<file path="src/rtl/commit_monitor_if.sv">
// Commit/halt monitor bus: core-side strobes and the retirement order/status
// outputs that feed the RVFI harness.
interface commit_monitor_if #(
    parameter int NRET    = 2,
    parameter int ORDER_W = 64,
    parameter int CNT_W   = 32
);
    logic                      clear_i;
    logic [NRET-1:0]           commit_i;
    logic                      halt_cond_i;
    logic [NRET*ORDER_W-1:0]   order_o;
    logic [CNT_W-1:0]          retired_o;
    logic                      halt_o;
    logic                      timeout_o;
    logic                      late_commit_o;

    modport master (
        output clear_i, commit_i, halt_cond_i,
        input  order_o, retired_o, halt_o, timeout_o, late_commit_o
    );

    modport slave (
        input  clear_i, commit_i, halt_cond_i,
        output order_o, retired_o, halt_o, timeout_o, late_commit_o
    );
endinterface

</file>
<file path="src/rtl/commit_monitor.sv">
// Assigns retirement order to up to NRET commits per cycle, counts retired
// instructions and raises sticky halt, starvation and late-commit flags.
module commit_monitor #(
    parameter int NRET        = 2,
    parameter int ORDER_W     = 64,
    parameter int CNT_W       = 32,
    parameter int HALT_CYCLES = 2,
    parameter int TIMEOUT     = 10000
) (
    input  logic              clk,
    input  logic              rst,
    commit_monitor_if.slave   mon
);
    localparam int CW     = $clog2(NRET + 1);
    localparam int HC_W   = $clog2(HALT_CYCLES + 1);
    localparam int IDLE_W = (TIMEOUT > 0) ? $clog2(TIMEOUT + 1) : 1;
    localparam int SUM_W  = ((CNT_W > CW) ? CNT_W : CW) + 1;

    logic [ORDER_W-1:0]        base_r;
    logic [CNT_W-1:0]          retired_r;
    logic [HC_W-1:0]           hcnt_r;
    logic [IDLE_W-1:0]         idle_r;
    logic                      halt_r;
    logic                      timeout_r;
    logic                      late_r;

    logic [ORDER_W-1:0]        base_s;
    logic [CNT_W-1:0]          retired_s;
    logic [HC_W-1:0]           hcnt_s;
    logic [IDLE_W-1:0]         idle_s;
    logic                      halt_s;
    logic                      timeout_s;
    logic                      late_s;

    logic [NRET:0][CW-1:0]     prefix_s;
    logic [CW-1:0]             n_s;
    logic [SUM_W-1:0]          sum_s;
    logic [NRET*ORDER_W-1:0]   order_s;

    // Running popcount: prefix_s[i] counts commits in lanes older than lane i.
    always_comb begin
        prefix_s[0] = '0;
        for (int i = 0; i < NRET; i++) begin
            prefix_s[i+1] = prefix_s[i] + CW'(mon.commit_i[i]);
        end
        n_s = prefix_s[NRET];
    end

    // Zero-latency order per lane, valid for idle lanes as well.
    always_comb begin
        order_s = '0;
        for (int i = 0; i < NRET; i++) begin
            order_s[i*ORDER_W +: ORDER_W] = base_r + ORDER_W'(prefix_s[i]);
        end
    end

    // Next-state: clear beats normal update and discards same-cycle commits.
    always_comb begin
        base_s    = base_r;
        retired_s = retired_r;
        hcnt_s    = hcnt_r;
        idle_s    = idle_r;
        halt_s    = halt_r;
        timeout_s = timeout_r;
        late_s    = late_r;
        sum_s     = SUM_W'(retired_r) + SUM_W'(n_s);

        if (mon.clear_i) begin
            base_s    = '0;
            retired_s = '0;
            hcnt_s    = '0;
            idle_s    = '0;
            halt_s    = 1'b0;
            timeout_s = 1'b0;
            late_s    = 1'b0;
        end else begin
            base_s = base_r + ORDER_W'(n_s);

            if (|sum_s[SUM_W-1:CNT_W]) begin
                retired_s = '1;
            end else begin
                retired_s = sum_s[CNT_W-1:0];
            end

            if (mon.halt_cond_i) begin
                if (hcnt_r >= HC_W'(HALT_CYCLES)) begin
                    hcnt_s = hcnt_r;
                end else begin
                    hcnt_s = hcnt_r + HC_W'(1);
                end
                if (hcnt_r >= HC_W'(HALT_CYCLES - 1)) begin
                    halt_s = 1'b1;
                end else begin
                    halt_s = halt_r;
                end
            end else begin
                hcnt_s = '0;
                halt_s = halt_r;
            end

            // A zero TIMEOUT parks the watchdog permanently.
            if (TIMEOUT == 0) begin
                idle_s    = '0;
                timeout_s = 1'b0;
            end else if (n_s != '0) begin
                idle_s    = '0;
                timeout_s = timeout_r;
            end else begin
                if (idle_r >= IDLE_W'(TIMEOUT)) begin
                    idle_s = idle_r;
                end else begin
                    idle_s = idle_r + IDLE_W'(1);
                end
                if (idle_r >= IDLE_W'(TIMEOUT - 1)) begin
                    timeout_s = 1'b1;
                end else begin
                    timeout_s = timeout_r;
                end
            end

            if (halt_r && (n_s != '0)) begin
                late_s = 1'b1;
            end else begin
                late_s = late_r;
            end
        end
    end

    // State registers with asynchronous active-low reset.
    always_ff @(posedge clk or negedge rst) begin
        if (!rst) begin
            base_r    <= '0;
            retired_r <= '0;
            hcnt_r    <= '0;
            idle_r    <= '0;
            halt_r    <= 1'b0;
            timeout_r <= 1'b0;
            late_r    <= 1'b0;
        end else begin
            base_r    <= base_s;
            retired_r <= retired_s;
            hcnt_r    <= hcnt_s;
            idle_r    <= idle_s;
            halt_r    <= halt_s;
            timeout_r <= timeout_s;
            late_r    <= late_s;
        end
    end

    assign mon.order_o       = order_s;
    assign mon.retired_o     = retired_r;
    assign mon.halt_o        = halt_r;
    assign mon.timeout_o     = timeout_r;
    assign mon.late_commit_o = late_r;
endmodule

</file>
<file path="src/flat_wrapper.sv">
// flat-port wrapper written by rule: the top's interface ports become plain ports
module commit_monitor_flat 
#(
    parameter int NRET        = 2,
    parameter int ORDER_W     = 64,
    parameter int CNT_W       = 32,
    parameter int HALT_CYCLES = 2,
    parameter int TIMEOUT     = 10000
)
  (clk, rst, mon_clear_i, mon_commit_i, mon_halt_cond_i, mon_order_o, mon_retired_o, mon_halt_o, mon_timeout_o, mon_late_commit_o);
  commit_monitor_if #(.NRET(NRET), .ORDER_W(ORDER_W), .CNT_W(CNT_W)) mon_i ();
  input  logic clk;
  input  logic rst;
  input wire logic [$bits(mon_i.clear_i)-1:0] mon_clear_i;
  input wire logic [$bits(mon_i.commit_i)-1:0] mon_commit_i;
  input wire logic [$bits(mon_i.halt_cond_i)-1:0] mon_halt_cond_i;
  output wire logic [$bits(mon_i.order_o)-1:0] mon_order_o;
  output wire logic [$bits(mon_i.retired_o)-1:0] mon_retired_o;
  output wire logic [$bits(mon_i.halt_o)-1:0] mon_halt_o;
  output wire logic [$bits(mon_i.timeout_o)-1:0] mon_timeout_o;
  output wire logic [$bits(mon_i.late_commit_o)-1:0] mon_late_commit_o;
  assign mon_i.clear_i = mon_clear_i;
  assign mon_i.commit_i = mon_commit_i;
  assign mon_i.halt_cond_i = mon_halt_cond_i;
  assign mon_order_o = mon_i.order_o;
  assign mon_retired_o = mon_i.retired_o;
  assign mon_halt_o = mon_i.halt_o;
  assign mon_timeout_o = mon_i.timeout_o;
  assign mon_late_commit_o = mon_i.late_commit_o;
  commit_monitor #(.NRET(NRET), .ORDER_W(ORDER_W), .CNT_W(CNT_W), .HALT_CYCLES(HALT_CYCLES), .TIMEOUT(TIMEOUT)) u_core (.clk(clk), .rst(rst), .mon(mon_i));
endmodule
</file>
<file path="config.mk">
export PLATFORM = sky130hd
export DESIGN_NAME = commit_monitor_flat
export DESIGN_NICKNAME = d
export VERILOG_FILES = /design/src/rtl/commit_monitor_if.sv /design/src/rtl/commit_monitor.sv /design/src/flat_wrapper.sv
export SDC_FILE = /design/constraint.sdc
export NUM_CORES = 1
export LEC_CHECK = 0
export ABC_AREA = 0
export CAP_MARGIN = 20
export CORE_MARGIN = 5
export CORE_UTILIZATION = 30
export CTS_CLUSTER_DIAMETER = 30
export CTS_CLUSTER_SIZE = 14
export DETAILED_ROUTE_END_ITERATION = 6
export PLACE_DENSITY = 0.56
export SYNTH_ARGS = -nofsm -noshare
export SYNTH_HDL_FRONTEND = slang
export SYNTH_SLANG_ARGS = --single-unit
</file>
<file path="constraint.sdc">
create_clock -name clk -period 2.5 [get_ports clk]
set_input_delay 0.375 -clock clk [delete_from_list [all_inputs] [get_ports clk]]
set_output_delay 0.375 -clock clk [all_outputs]
set_load 0.03 [all_outputs]
</file>
==> results of run 1 <==
what timing repair did:
action / CTS / global route
cloned: 0 / 2
pin swaps: 96 / 81
gates resized for setup: 207 / 83
endpoints found under the setup margin: 79 / 96
buffers inserted: 93 / 52
layer usage:
metal,share of wire (%),wire length (um),global-route usage [%]
met1,42,13500,29.3
met2,48,15600,34.4
met3,7.6,2450,5.37
met4,2.3,747,5.50
met5,0,0,0
cell usage in the layout, fill, tap and decap left out, drive strengths merged, types with 8 or more instances in the layout:
master / n
clkbuf: 23
nor2: 104
a21oi: 61
nand4: 67
a2111oi: 8
clkdlybuf4s50: 101
ha: 13
xor2: 80
nand2b: 8
buf: 367
a31oi: 8
o21ai: 17
xnor2: 53
and4: 13
nand2: 55
nor3: 25
or3: 17
inv: 19
nor4: 17
nand3: 53
o31ai: 9
dfrtp: 115
or4: 9
final timing paths:
kind | start | end | cells after the start
setup reg to reg | u_core.base_r[9] | u_core.base_r[20] | 11
setup / recovery | u_core.base_r[51] | mon_order_o[120] | 6
max in group asynchronous | rst | u_core.idle_r[1] | 2
hold reg to reg | u_core.mon.late_commit_o | u_core.mon.late_commit_o | 2
min in group clk | mon_clear_i | u_core.mon.halt_o | 2
hold / removal | rst | u_core.idle_r[6] | 1
critical path: cells and delay by family, from the launching register on:
| kind | cells | cell delay (ns) |
|---|---|---|
| XOR/XNOR | 1 | 0.19 |
| buffers and inverters | 1 | 0.13 |
| flip-flops | 1 | 0.43 |
| AND/OR/NAND/NOR | 4 | 1.21 |
registers in the layout (all words and copies together) (netlist names):
name / flops
u_core.mon.late_commit_o: 1
u_core.mon.timeout_o: 1
u_core.mon.retired_o: 32
u_core.idle_r: 14
u_core.base_r: 64
u_core.mon.halt_o: 1
u_core.hcnt_r: 2
report_power, final:
| group | switching [W] | total, W | internal (W) | leakage (nW) |
|---|---|---|---|---|
| sequential | 0.0000306 | 0.00192 | 0.00188 | 1.54 |
| clock | 0.000947 | 0.00249 | 0.00154 | 0.284 |
| combinational | 0.000244 | 0.000411 | 0.000168 | 4.37 |
| total | 0.00122 | 0.00482 | 0.00359 | 6.20 |
final cells by class:
class	instances	area [um2]	share of cell area, %
timing repair buffer	472	4500	31.7
inverter	19	71.3	0.503
clock inverter	12	131	0.927
multi-input combinational	668	5680	40.1
tap	324	405	2.86
clock buffer	20	467	3.29
sequential	115	2920	20.6
metrics by stage:
step | util [%] | setup slack (ns) | cells | total power, W | setup TNS, ns
6_report | 58.1 | -0.265 | 1630 | 0.00482 | -7.31
4_1_cts | 54.9 | -0.292 | 1584 | 0.00484 | -4.78
5_1_grt | 58.1 | -0.373 | 1630 | 0.00499 | -11.45
3_3_place_gp | 45.4 | -0.561 | 1461 | 0.00231 | -43.51
3_5_place_dp | 45.4 | -0.606 | 1461 | 0.00231 | -48.90
2_1_floorplan | - | -0.0843 | 857 | 0.00213 | -0.303
cells by family (layout without fill, tap and decap cells):
kind of cell / after synthesis / count (layout) / synth area share [%]
AO/OA/AOI/OAI: 128 / 128 / 11.0
XOR/XNOR: 133 / 133 / 15.6
adder cells (fa/ha/maj): 13 / 13 / 2.18
buffers and inverters: 74 / 523 / 3.98
flip-flops: 115 / 115 / 38.6
AND/OR/NAND/NOR: 394 / 394 / 28.6
==> metrics.csv, run 1 <==
metric,value,unit
status,"finished, violations left",
violations,setup timing,
clock_path_buffers,2,
synth_top_area_cell,dfrtp_1,
synth_flop_cell,dfrtp_1,
slew_headroom,52.0,%
grt_pass1_wl,48.3,mm
ir_drop,0.000408,V
ctsHtreeMaxLevel,4,
synth_most_common_cell,dfrtp_1,
seq_area_frac_synth,38.6,%
drt_iter0_drc,938,
wl_per_cell,19.8,um
max_cap_violations,0,
hold_slack,0.0142,ns
fin_skew,0.0115,ns
maxSlewViolCount,0,
period_share,111,%
grt_pass1_vias,8355,
placed_area,11100,um2
powerDensity,340,nW/um2
postRouteAntennaNets,0,
startpoint_type,flop,
syn_nets,876,
fill_cells,1978,
place.gp.congestion,0.919,
port_buffers,168,
diodes,0,
netlist_area,7450,um2
setup_violations,48,
cts_tree,yes,
route.detailed.drc,0,
nNetsFinal,1312,
die_height,168,um
rows,57,
grt_use_total,21.5,%
grt_antenna_before_repair,0,
drive_above_1_share,46.9,%
clkSlewWorstSetupHoldPaths,0.06,ns
fmax,362,MHz
root_buffer,clkbuf_16,
grt.overflow.total,0,
ys_top_cells_by_count,"115 x dfrtp_1, 104 x nor2_1, 80 x xor2_1",
finalInstanceArea,14200,um2
dpl.hpwl,22.0,mm
dieArea,28100,um2
syn_area_per_cell,8.69,um2
ys_types,58,
holdBufCountCts,0,
routed_via_density,5.30,
cp_data_required_time,2.12,ns
die_w,168,um
grt_start_max_net_pins,62,
synthTopCellsByArea,"dfrtp_1 39%, xor2_1 9.4%, xnor2_1 6.2%, nand4_1 5.5%, nor2_1 5.2%",
rrSetupSlack,0.04,ns
setup_slack,-0.265,ns
synth_edf_count,0,
worstPathCellList,nand3_2 > or3_4 > or4_4 > nor3_4 > xor2_4 > buf_12,
core_area,24400,um2
numCtsBuffers,17,
synth_top_cell_area_share,38.6,%
io_pins,169,
cp_max_fo,3,
crit_type,flop to primary output,
ys_ff_latch,115,
numClockSinks,115,
synthToLayoutAreaGrowth,90.3,%
drtPass1Iterations,5,
tightestPinTransition,0.721,ns
finalHoldViolations,0,
async_reset_ff_share,100,%
cp_data_arrival_time,2.39,ns
hold_path_class,input port to asynchronous set/reset pin,
yosys_warnings,0,
num_vias,8639,
syn_inst,857,
period_needed,2.76,ns
cpPeakStageDelay,0.46,ns
rsz0062_at_grt,true,
totalWireLength,32.3,mm
worst_skew_pair.late_latency,0.43,ns
initial_core_util,30.5,%
cp_slowest_cell,or4_4,
cp-end-kind,primary output,
leakagePower,6.20,nW
No activity file was read; power rests on OpenSTA's default activity.
==> inputs of run 2 (changes only) <==
--- a/config.mk
+++ b/config.mk
@@ -9,7 +9,7 @@
 export CAP_MARGIN = 20
 export CORE_MARGIN = 5
 export CORE_UTILIZATION = 30
-export CTS_CLUSTER_DIAMETER = 30
+export CTS_CLUSTER_DIAMETER = 150
 export CTS_CLUSTER_SIZE = 14
 export DETAILED_ROUTE_END_ITERATION = 6
 export PLACE_DENSITY = 0.56
==> results of run 2 <==
The final DEF is identical to that of run 1; final timing and power are the same.
==> inputs of run 3 (changes only) <==
--- a/config.mk
+++ b/config.mk
@@ -16,3 +16,4 @@
 export SYNTH_ARGS = -nofsm -noshare
 export SYNTH_HDL_FRONTEND = slang
 export SYNTH_SLANG_ARGS = --single-unit
+export TNS_END_PERCENT = 1
==> run 3 against run 2 <==
The run still ends with setup timing left. Die area is the same. Critical path depth grew 2. First-iteration DRC count shrank 41%. Power grew 4.7%.
==> metrics.csv, run 3 (synthesis gave the netlist of run 1 again) <==
metric,value,unit,change
status,"finished, violations left",,unchanged
violations,setup timing,,unchanged
regToRegEndpoint,u_core.base_r[54],,was u_core.base_r[20]
crit_type,flop to primary output,,unchanged
ctsHtreeMaxLevel,4,,unchanged
max_cap_violations,0,,unchanged
nNetsFinal,1231,,was 1312
totalWireLength,29.0,mm,was 32.3 mm
fin_cells,1549,,was 1630
port_buffers,168,,unchanged
synthToLayoutAreaGrowth,70.6,%,was 90.3%
power_frac_clock,54.2,%,was 51.7%
root_buffer,clkbuf_16,,unchanged
wl_per_cell,18.7,um,was 19.8 um
mostFrequentLayoutCells,"225 x buf_4, 101 x clkdlybuf4s50_1, 92 x dfrtp_1, 86 x nor2_1, 65 x nand4_1",,"was 256 x buf_4, 101 x clkdlybuf4s50_1, 83 x buf_6, 79 x dfrtp_1, 75 x nor2_1"
io_pins,169,,unchanged
rrSetupSlack,0.17,ns,was 0.04 ns
clock_path_buffers,2,,unchanged
grt_pass1_vias,8047,,was 8355
cts_tree,yes,,unchanged
utilization,52.1,%,was 58.1%
powerDensity,397,nW/um2,was 340 nW/um2
cp-end-kind,primary output,,unchanged
grt_pass1_wl,45.9,mm,was 48.3 mm
period_share,110,%,was 111%
grt_antenna_before_repair,0,,unchanged
diodes,0,,unchanged
drive_above_1_share,37.8,%,was 46.9%
slew_headroom,57.6,%,was 52.0%
grt_use_total,20.4,%,was 21.5%
largest_register_ffs,64,,unchanged
period_needed,2.75,ns,was 2.76 ns
setup_slack,-0.251,ns,was -0.265 ns
p_comb_share,8.0,%,was 8.5%
postRouteAntennaNets,0,,unchanged
layout.cells.most_common,buf_4,,unchanged
worst_skew_pair.late_latency,0.41,ns,was 0.43 ns
netSwitchingPower,0.00115,W,was 0.00122 W
p_sw_share,22.8,%,was 25.4%
rows,57,,unchanged
internal_power,0.00389,W,was 0.00359 W
tightestPinTransition,0.635,ns,was 0.721 ns
clkSlewWorstSetupHoldPaths,0.06,ns,about the same
initial_core_util,30.5,%,unchanged
setup_violations,42,,was 48
top_register,u_core.base_r,,unchanged
finalHoldViolations,0,,unchanged
drtPass1Iterations,5,,unchanged
maxSlewViolCount,0,,unchanged
ir_drop,0.000420,V,was 0.000408 V
hold_path_class,input port to flop,,was input port to asynchronous set/reset pin
numCtsBuffers,17,,unchanged
min-delay-start,mon_clear_i,,
cp_data_arrival_time,2.38,ns,was 2.39 ns
placed_area,11200,um2,was 11100 um2
rr_startpoint,u_core.base_r[29],,was u_core.base_r[9]
fmax,364,MHz,was 362 MHz
whs_path_depth,3,,
seqPwrFrac,37.8,%,was 39.8%
die_height,168,um,unchanged
fill_cells,2269,,was 1978
die_w,168,um,unchanged
grt.overflow.total,0,,unchanged
grt_start_max_net_pins,101,,was 62
numClockSinks,115,,unchanged
num_vias,8073,,was 8639
dp_cells,1483,,was 1461
core_area,24400,um2,unchanged
routed_via_density,5.21,,was 5.30
startpoint_type,flop,,unchanged
dpl.hpwl,21.8,mm,was 22.0 mm
route.detailed.drc,0,,unchanged
min_to,u_core.mon.late_commit_o,,
rsz0062_at_grt,true,,unchanged
cp_max_fo,5,,was 3
dp_worst_setup_slack,-0.576,ns,was -0.606 ns
finalInstanceArea,12700,um2,was 14200 um2
fin_skew,0.0111,ns,was 0.0115 ns
place.gp.congestion,0.929,,was 0.919
drt_iter0_drc,557,,was 938
leakagePower,5.36,nW,was 6.20 nW
hold_slack,0.499,ns,was 0.0142 ns
cp_data_required_time,2.12,ns,about the same
r2r.worst_path.cells,8,,was 11
dieArea,28100,um2,unchanged
[run 3: changes by cell type in the layout (fill, tap and decap cells not counted), moves of 9 or more]
cell,delta
dfrtp_1,+13
nand3_4,-9
nor2_1,+11
xnor2_1,+10
dfrtp_2,-13
nor2_4,-17
buf_4,-31
buf_6,-48
[run 3: worst max-delay path by stage]
stage	from	to	slack, ns	depth (start not counted)
global placement	mon_commit_i[0]	mon_order_o[127]	-0.52	10
finish	u_core.base_r[29]	mon_order_o[118]	-0.25	8
CTS	u_core.base_r[50]	mon_order_o[120]	-0.23	6
detailed placement	mon_commit_i[0]	u_core.base_r[42]	-0.58	12
floorplan	u_core.base_r[14]	mon_order_o[118]	-0.09	6
global route	u_core.base_r[19]	mon_order_o[116]	-0.35	9
[run 3: final cells by class]
| cell class | instances | area (um2) | share of cell area [%] |
|---|---|---|---|
| clock buffer | 23 | 478 | 3.76 |
| sequential | 115 | 2910 | 22.9 |
| timing repair buffer | 391 | 3650 | 28.7 |
| inverter | 19 | 71.3 | 0.561 |
| clock inverter | 9 | 175 | 1.38 |
| multi-input combinational | 668 | 5010 | 39.5 |
| tap | 324 | 405 | 3.19 |
[run 3: repair_timing]
action / CTS / global route
gates resized for setup: 91 / 47
setup buffers: 27 / 6
endpoints found under the hold margin: 1 / 0
pin swaps: 40 / 30
setup endpoints to repair: 102 / 88
hold buffers: 1 / 0
cloned: 0 / 0
[run 3: power by group through the flow]
stage / Sequential, W / Clock (W) / Combinational (W)
floorplan: 0.00197 / 0 / 0.000150
global placement: 0.00194 / 0 / 0.000395
detailed placement: 0.00194 / 0 / 0.000398
CTS: 0.00191 / 0.00278 / 0.000406
global route: 0.00191 / 0.00287 / 0.000442
finish: 0.00191 / 0.00273 / 0.000402
[run 3: routing by layer]
layer  share of wire (%)  global-route usage, %  up-vias
met5                   0                      0        -
met4                 2.4                   6.46        0
met3                 6.0                   3.42       51
met2                  46                   31.7      317
met1                  45                   29.1     3923
li1                    -                      -     3782
[run 3: metrics by stage]
step	total power, W	TNS, ns
floorplan	0.00212	-3.57
global placement	0.00233	-41.52
detailed placement	0.00234	-47.33
CTS	0.00509	-6.35
global route	0.00523	-11.52
finish	0.00504	-5.64
[run 3: worst max-delay path: stages (launching register included)]
cell and delay (ns):
dfrtp_2 0.46, buf_6 0.14, nand2_1 0.08, nor4_4 0.34, nand4_1 0.24, buf_6 0.20
nor3_4 0.13, xor2_2 0.21, buf_12 0.15
==> RTL edit 1 (settings of run 3) <==
`TIMEOUT` is set to 10000 in 2 places; all go to 2500.
--- a/src/rtl/commit_monitor.sv
+++ b/src/rtl/commit_monitor.sv
@@ -5,7 +5,7 @@
     parameter int ORDER_W     = 64,
     parameter int CNT_W       = 32,
     parameter int HALT_CYCLES = 2,
-    parameter int TIMEOUT     = 10000
+    parameter int TIMEOUT     = 2500
 ) (
     input  logic              clk,
     input  logic              rst,
--- a/src/flat_wrapper.sv
+++ b/src/flat_wrapper.sv
@@ -5,7 +5,7 @@
     parameter int ORDER_W     = 64,
     parameter int CNT_W       = 32,
     parameter int HALT_CYCLES = 2,
-    parameter int TIMEOUT     = 10000
+    parameter int TIMEOUT     = 2500
 )
   (clk, rst, mon_clear_i, mon_commit_i, mon_halt_cond_i, mon_order_o, mon_retired_o, mon_halt_o, mon_timeout_o, mon_late_commit_o);
   commit_monitor_if #(.NRET(NRET), .ORDER_W(ORDER_W), .CNT_W(CNT_W)) mon_i ();
Check against the original RTL: no difference found for any inputs over 10 cycles, from zero or initial values and one cycle with rst low; that may be too few to reach the edited logic, so the function may still have changed.
==> RTL edit 1 against run 3 <==
The flow still finishes with violations (negative setup slack). Sequential cell count fell by 2. Clock skew hardly changed. Power is 11% lower. Final area decreased by 2.6%. Critical path depth stayed put. Routed wire length decreased by 3.0%. Sequential share of layout area up 0.36 points. Clock power decreased by 17%. Setup slack got worse by 0.029 ns. Count of clock-buffer cells in the layout decreased by 5. Area after synthesis is 1.3% lower. Die area fell by 1.2%.
==> RTL edit 1: results <==
group,metric,value,unit
critical_path,cp.arrival,2.40,ns
pwr,irDropWorstVdd,0.3987,mV
critical_path,reg2reg_setup_slack,0.24,ns
grt,grt_pass1_vias,7908,
synthesis,synthesis.nets,872,
synthesis,ys.flop_type,"dfrtp_1",
grt,grt_overflow,0,
synthesis,seq_area_frac_synth,38.47,%
grt,grt_usage,19.91,%
sta,setup_viol_count_final,44,
synthesis,synth_area_leaders,"dfrtp_1, xor2_1, xnor2_1, nor2_1, nand4_1",
final_layout,drive_gt1_share,40.67,%
clock_network,insertion_delay,0.42,ns
hold_path,holdCritPathClass,"in -> async",
sta,fin_skew,0.01104,ns
final_layout,nets,1238,
drt,routedWlPerCell,18.08,um
critical_path,reg2reg_to,"u_core.base_r[47]",
synthesis,synth_common_cells,"dfrtp_1, nor2_1, xor2_1",
clock_network,htreeDepth,4,
drt,vias,7920,
sta,tns,-5.638,ns
critical_path,rr_worst_depth,9,
critical_path,worstSetupStartpoint,"u_core.base_r[47]",
sta,tightest_slew,0.7659,ns
outcome,violations,"negative setup slack",
placed_design,dp_hpwl,21.25,mm
final_layout,fill_cells,2293,
grt,grt_first_pass_wirelength,44.63,mm
synthesis,yosysUniqueCellTypes,56,
pwr,power_density,364.2,nW/um^2
drt,first_iter_violations,475,
outcome,status,"finished with violations",
pwr,p_leak,5.246,nW
grt,grt_max_degree,59,
placed_design,gp_congestion,0.9131,
placed_design,dpl_cell_area,10770,um^2
sta,setup_ws,-0.2793,ns
placed_design,place_ws,-0.5596,ns
critical_path,rr_startpoint,"u_core.base_r[0]",
critical_path,endpoint,"mon_order_o[123]",
-- RTL edit 1: cells by family (layout without fill, tap and decap cells) --
family / after synthesis / in the layout / share of synthesized area, %
buf+inv: 77 / 456 / 4.460
fa+ha+maj: 13 / 13 / 2.213
simple gates: 394 / 394 / 28.56
mux: 4 / 4 / 0.5957
xor+xnor: 139 / 139 / 16.56
flops: 113 / 113 / 38.47
compound gates: 113 / 113 / 9.140
-- RTL edit 1: worst max-delay path, stage by stage (launching register included) --
cell     delay, ns
dfrtp_1       0.41
buf_4         0.15
nand4_1       0.19
buf_4         0.20
or2_4         0.29
nor4_4        0.30
buf_4         0.17
xor2_2        0.14
buf_6         0.15
-- RTL edit 1: timing repair --
item	in CTS	in global routing
gates cloned	0	0
setup endpoints to repair	91	106
buffers inserted	35	16
pin swaps	36	43
resized for setup	100	56
-- RTL edit 1: per-layer routing --
layer	up-vias	global-route usage [%]	wire length, um
met5	-	0	0
met3	51	4.077	1903
met2	285	31.87	13260
li1	3738	-	-
met4	0	7.257	694
met1	3846	26.78	12280
-- RTL edit 1: area by class of cell --
cell class	count	share of cell area, %
well taps	324	3.276
multi-input cells	663	39.81
inverters	19	0.5763
repair buffers	405	28.70
flip-flops and latches	113	23.24
clock buffers	18	3.549
clock inverters	14	0.8392
-- RTL edit 1: report_power, final --
part / switching [W] / internal [W]
sequential: 0.0000321 / 0.00185
combinational: 0.000220 / 0.000137
clock: 0.000964 / 0.00130
-- RTL edit 1: through the flow --
| stage | hold WS (ns) | std cells |
|---|---|---|
| 3_3_place_gp | 0.4794 | 1473 |
| 4_1_cts | 0.04033 | 1540 |
| 5_1_grt | 0.05869 | 1556 |
| 2_1_floorplan | 0.07941 | 853 |
| 3_5_place_dp | 0.4810 | 1473 |
| 6_report | 0.007445 | 1556 |
==> RTL edit 2 (settings of run 3) <==
Without the edit above. Make the reset (`rst`) synchronous in one clocked block. Comments in the files are not updated.
--- a/src/rtl/commit_monitor.sv
+++ b/src/rtl/commit_monitor.sv
@@ -127,7 +127,7 @@
     end
 
     // State registers with asynchronous active-low reset.
-    always_ff @(posedge clk or negedge rst) begin
+    always_ff @(posedge clk) begin
         if (!rst) begin
             base_r    <= '0;
             retired_r <= '0;
Function: differs if rst is asserted again (counterexample within 4 cycles, from zero or initial values and one cycle with rst low); with rst held inactive, the same outputs for 10 cycles.
==> RTL edit 2 against run 3 <==
The flow still finishes with violations (negative setup slack). Routed wire length shrank 4.4%. Maximum frequency grew 2.1%. Register-to-register slack gained 0.11 ns. Final area shrank 5.9%. Area after synthesis shrank 3.3%. Worst hold slack lost 0.026 ns. Non-clock buffer count shrank 31. Setup slack gained 0.057 ns. Sequential cell count is the same. Sequential share of layout area shrank 2.8 points. First-iteration DRC count grew 7.2%. Via count shrank 0.90%.
Power is not compared: it rests on default switching activity, and its combinational part moved more than twofold at a synthesized area within 25%.
==> RTL edit 2: results <==
group,metric,value,unit
drt,vias_per_cell,5.225,
critical_path,reg2reg_to,"u_core.base_r[41]",
outcome,status,"finished with violations",
grt,grt_pass1_vias,7727,
synthesis,seq_area_frac_synth,31.96,%
critical_path,rr_worst_depth,5,
synthesis,synth_area_leaders,"dfxtp_1, xnor2_1, xor2_1, nor2_1, a21oi_1",
final_layout,n_antenna_cell,0,
placed_design,dp_cells,1469,
grt,grt_usage,20.20,%
critical_path,worstSetupStartpoint,"u_core.base_r[32]",
synthesis,postSynth.asyncResetShare,0,%
final_layout,nets,1218,
hold_path,hold_depth,2,
critical_path,cpMaxStageDelayCell,"dfxtp_4",
hold_path,holdCritPathClass,"reg -> reg",
synthesis,synthesis.nets,895,
critical_path,slowest_delay,0.37,ns
sta,relSlewSlack,55.24,%
drt,first_iter_violations,597,
placed_design,gp_congestion,0.9276,
drt,vias,8000,
final_layout,fill_cells,2217,
placed_design,place_ws,-0.4657,ns
sta,setup_ws,-0.1936,ns
sta,hold_slack,0.4731,ns
grt,grt_first_pass_wirelength,43.28,mm
synthesis,synth_common_cells,"dfxtp_1, nor2_1, xnor2_1",
sta,setup_viol_count_final,34,
final_layout,seq_area,2396,um^2
critical_path,cp.arrival,2.32,ns
critical_path,rr_startpoint,"u_core.base_r[14]",
drt,routedWlPerCell,18.11,um
outcome,violations,"negative setup slack",
grt,grt_max_degree,51,
synthesis,yosysUniqueCellTypes,64,
sta,fin_skew,0.007388,ns
critical_path,reg2reg_setup_slack,0.28,ns
placed_design,dpl_cell_area,10400,um^2
RTL edit 2: cell types whose count changed after synthesis, sizes merged, moves of 8 or more:
cell,before,now
dfrtp,115,0
nand2,55,63
nand4,67,52
buf,12,27
nor2,104,90
xor2,80,50
xnor2,53,75
dfxtp,0,115
nor3,25,41
clkbuf,43,29
RTL edit 2: power by group:
part | internal [W] | switching [W] | total [W] | leakage [nW]
Combinational | 0.0000660 | 0.000102 | 0.000168 | 3.37
Clock | 0.00162 | 0.000926 | 0.00254 | 0.295
Sequential | 0.00182 | 0.00000695 | 0.00183 | 0.952
RTL edit 2: worst max path at each step:
stage | endpoint | slack, ns | depth (start not counted)
final | mon_order_o[124] | -0.19 | 8
after global routing | mon_order_o[118] | -0.31 | 9
after CTS | mon_order_o[122] | -0.17 | 8
after detailed placement | mon_order_o[100] | -0.47 | 10
after global placement | mon_order_o[100] | -0.42 | 10
after floorplan | mon_order_o[106] | -0.15 | 6
RTL edit 2: what timing repair did:
item,CTS,global route
endpoints found under the setup margin,51,53
resized for setup,150,35
buffers inserted,19,11
pin swaps,39,21
RTL edit 2: cells by family (layout without fill, tap and decap cells):
family                     Yosys count  in the layout  share of synthesized area, %
and+or+nand+nor                    415            415                         33.63
AOI/OAI and AO/OA                  130            130                         12.25
xor gates and xnor gates           125            125                         15.20
DFF                                115            115                         31.96
buffers and inverters               78            414                         4.707
adders and majority gates           13             13                         2.258
RTL edit 2: routing by layer:
metal  GRT usage (%)  routed length, um
met1           27.57              12330
met2           31.68              12830
met3           4.567               1889
met4           6.427                681
met5               0                  0
RTL edit 2: area by class of cell:
class	count	share of cell area, %
tap	319	3.341
clock buffer	19	3.791
timing repair buffer	360	27.93
multi-input combinational	683	42.86
sequential	115	20.06
inverter	22	0.6912
clock inverter	13	1.330
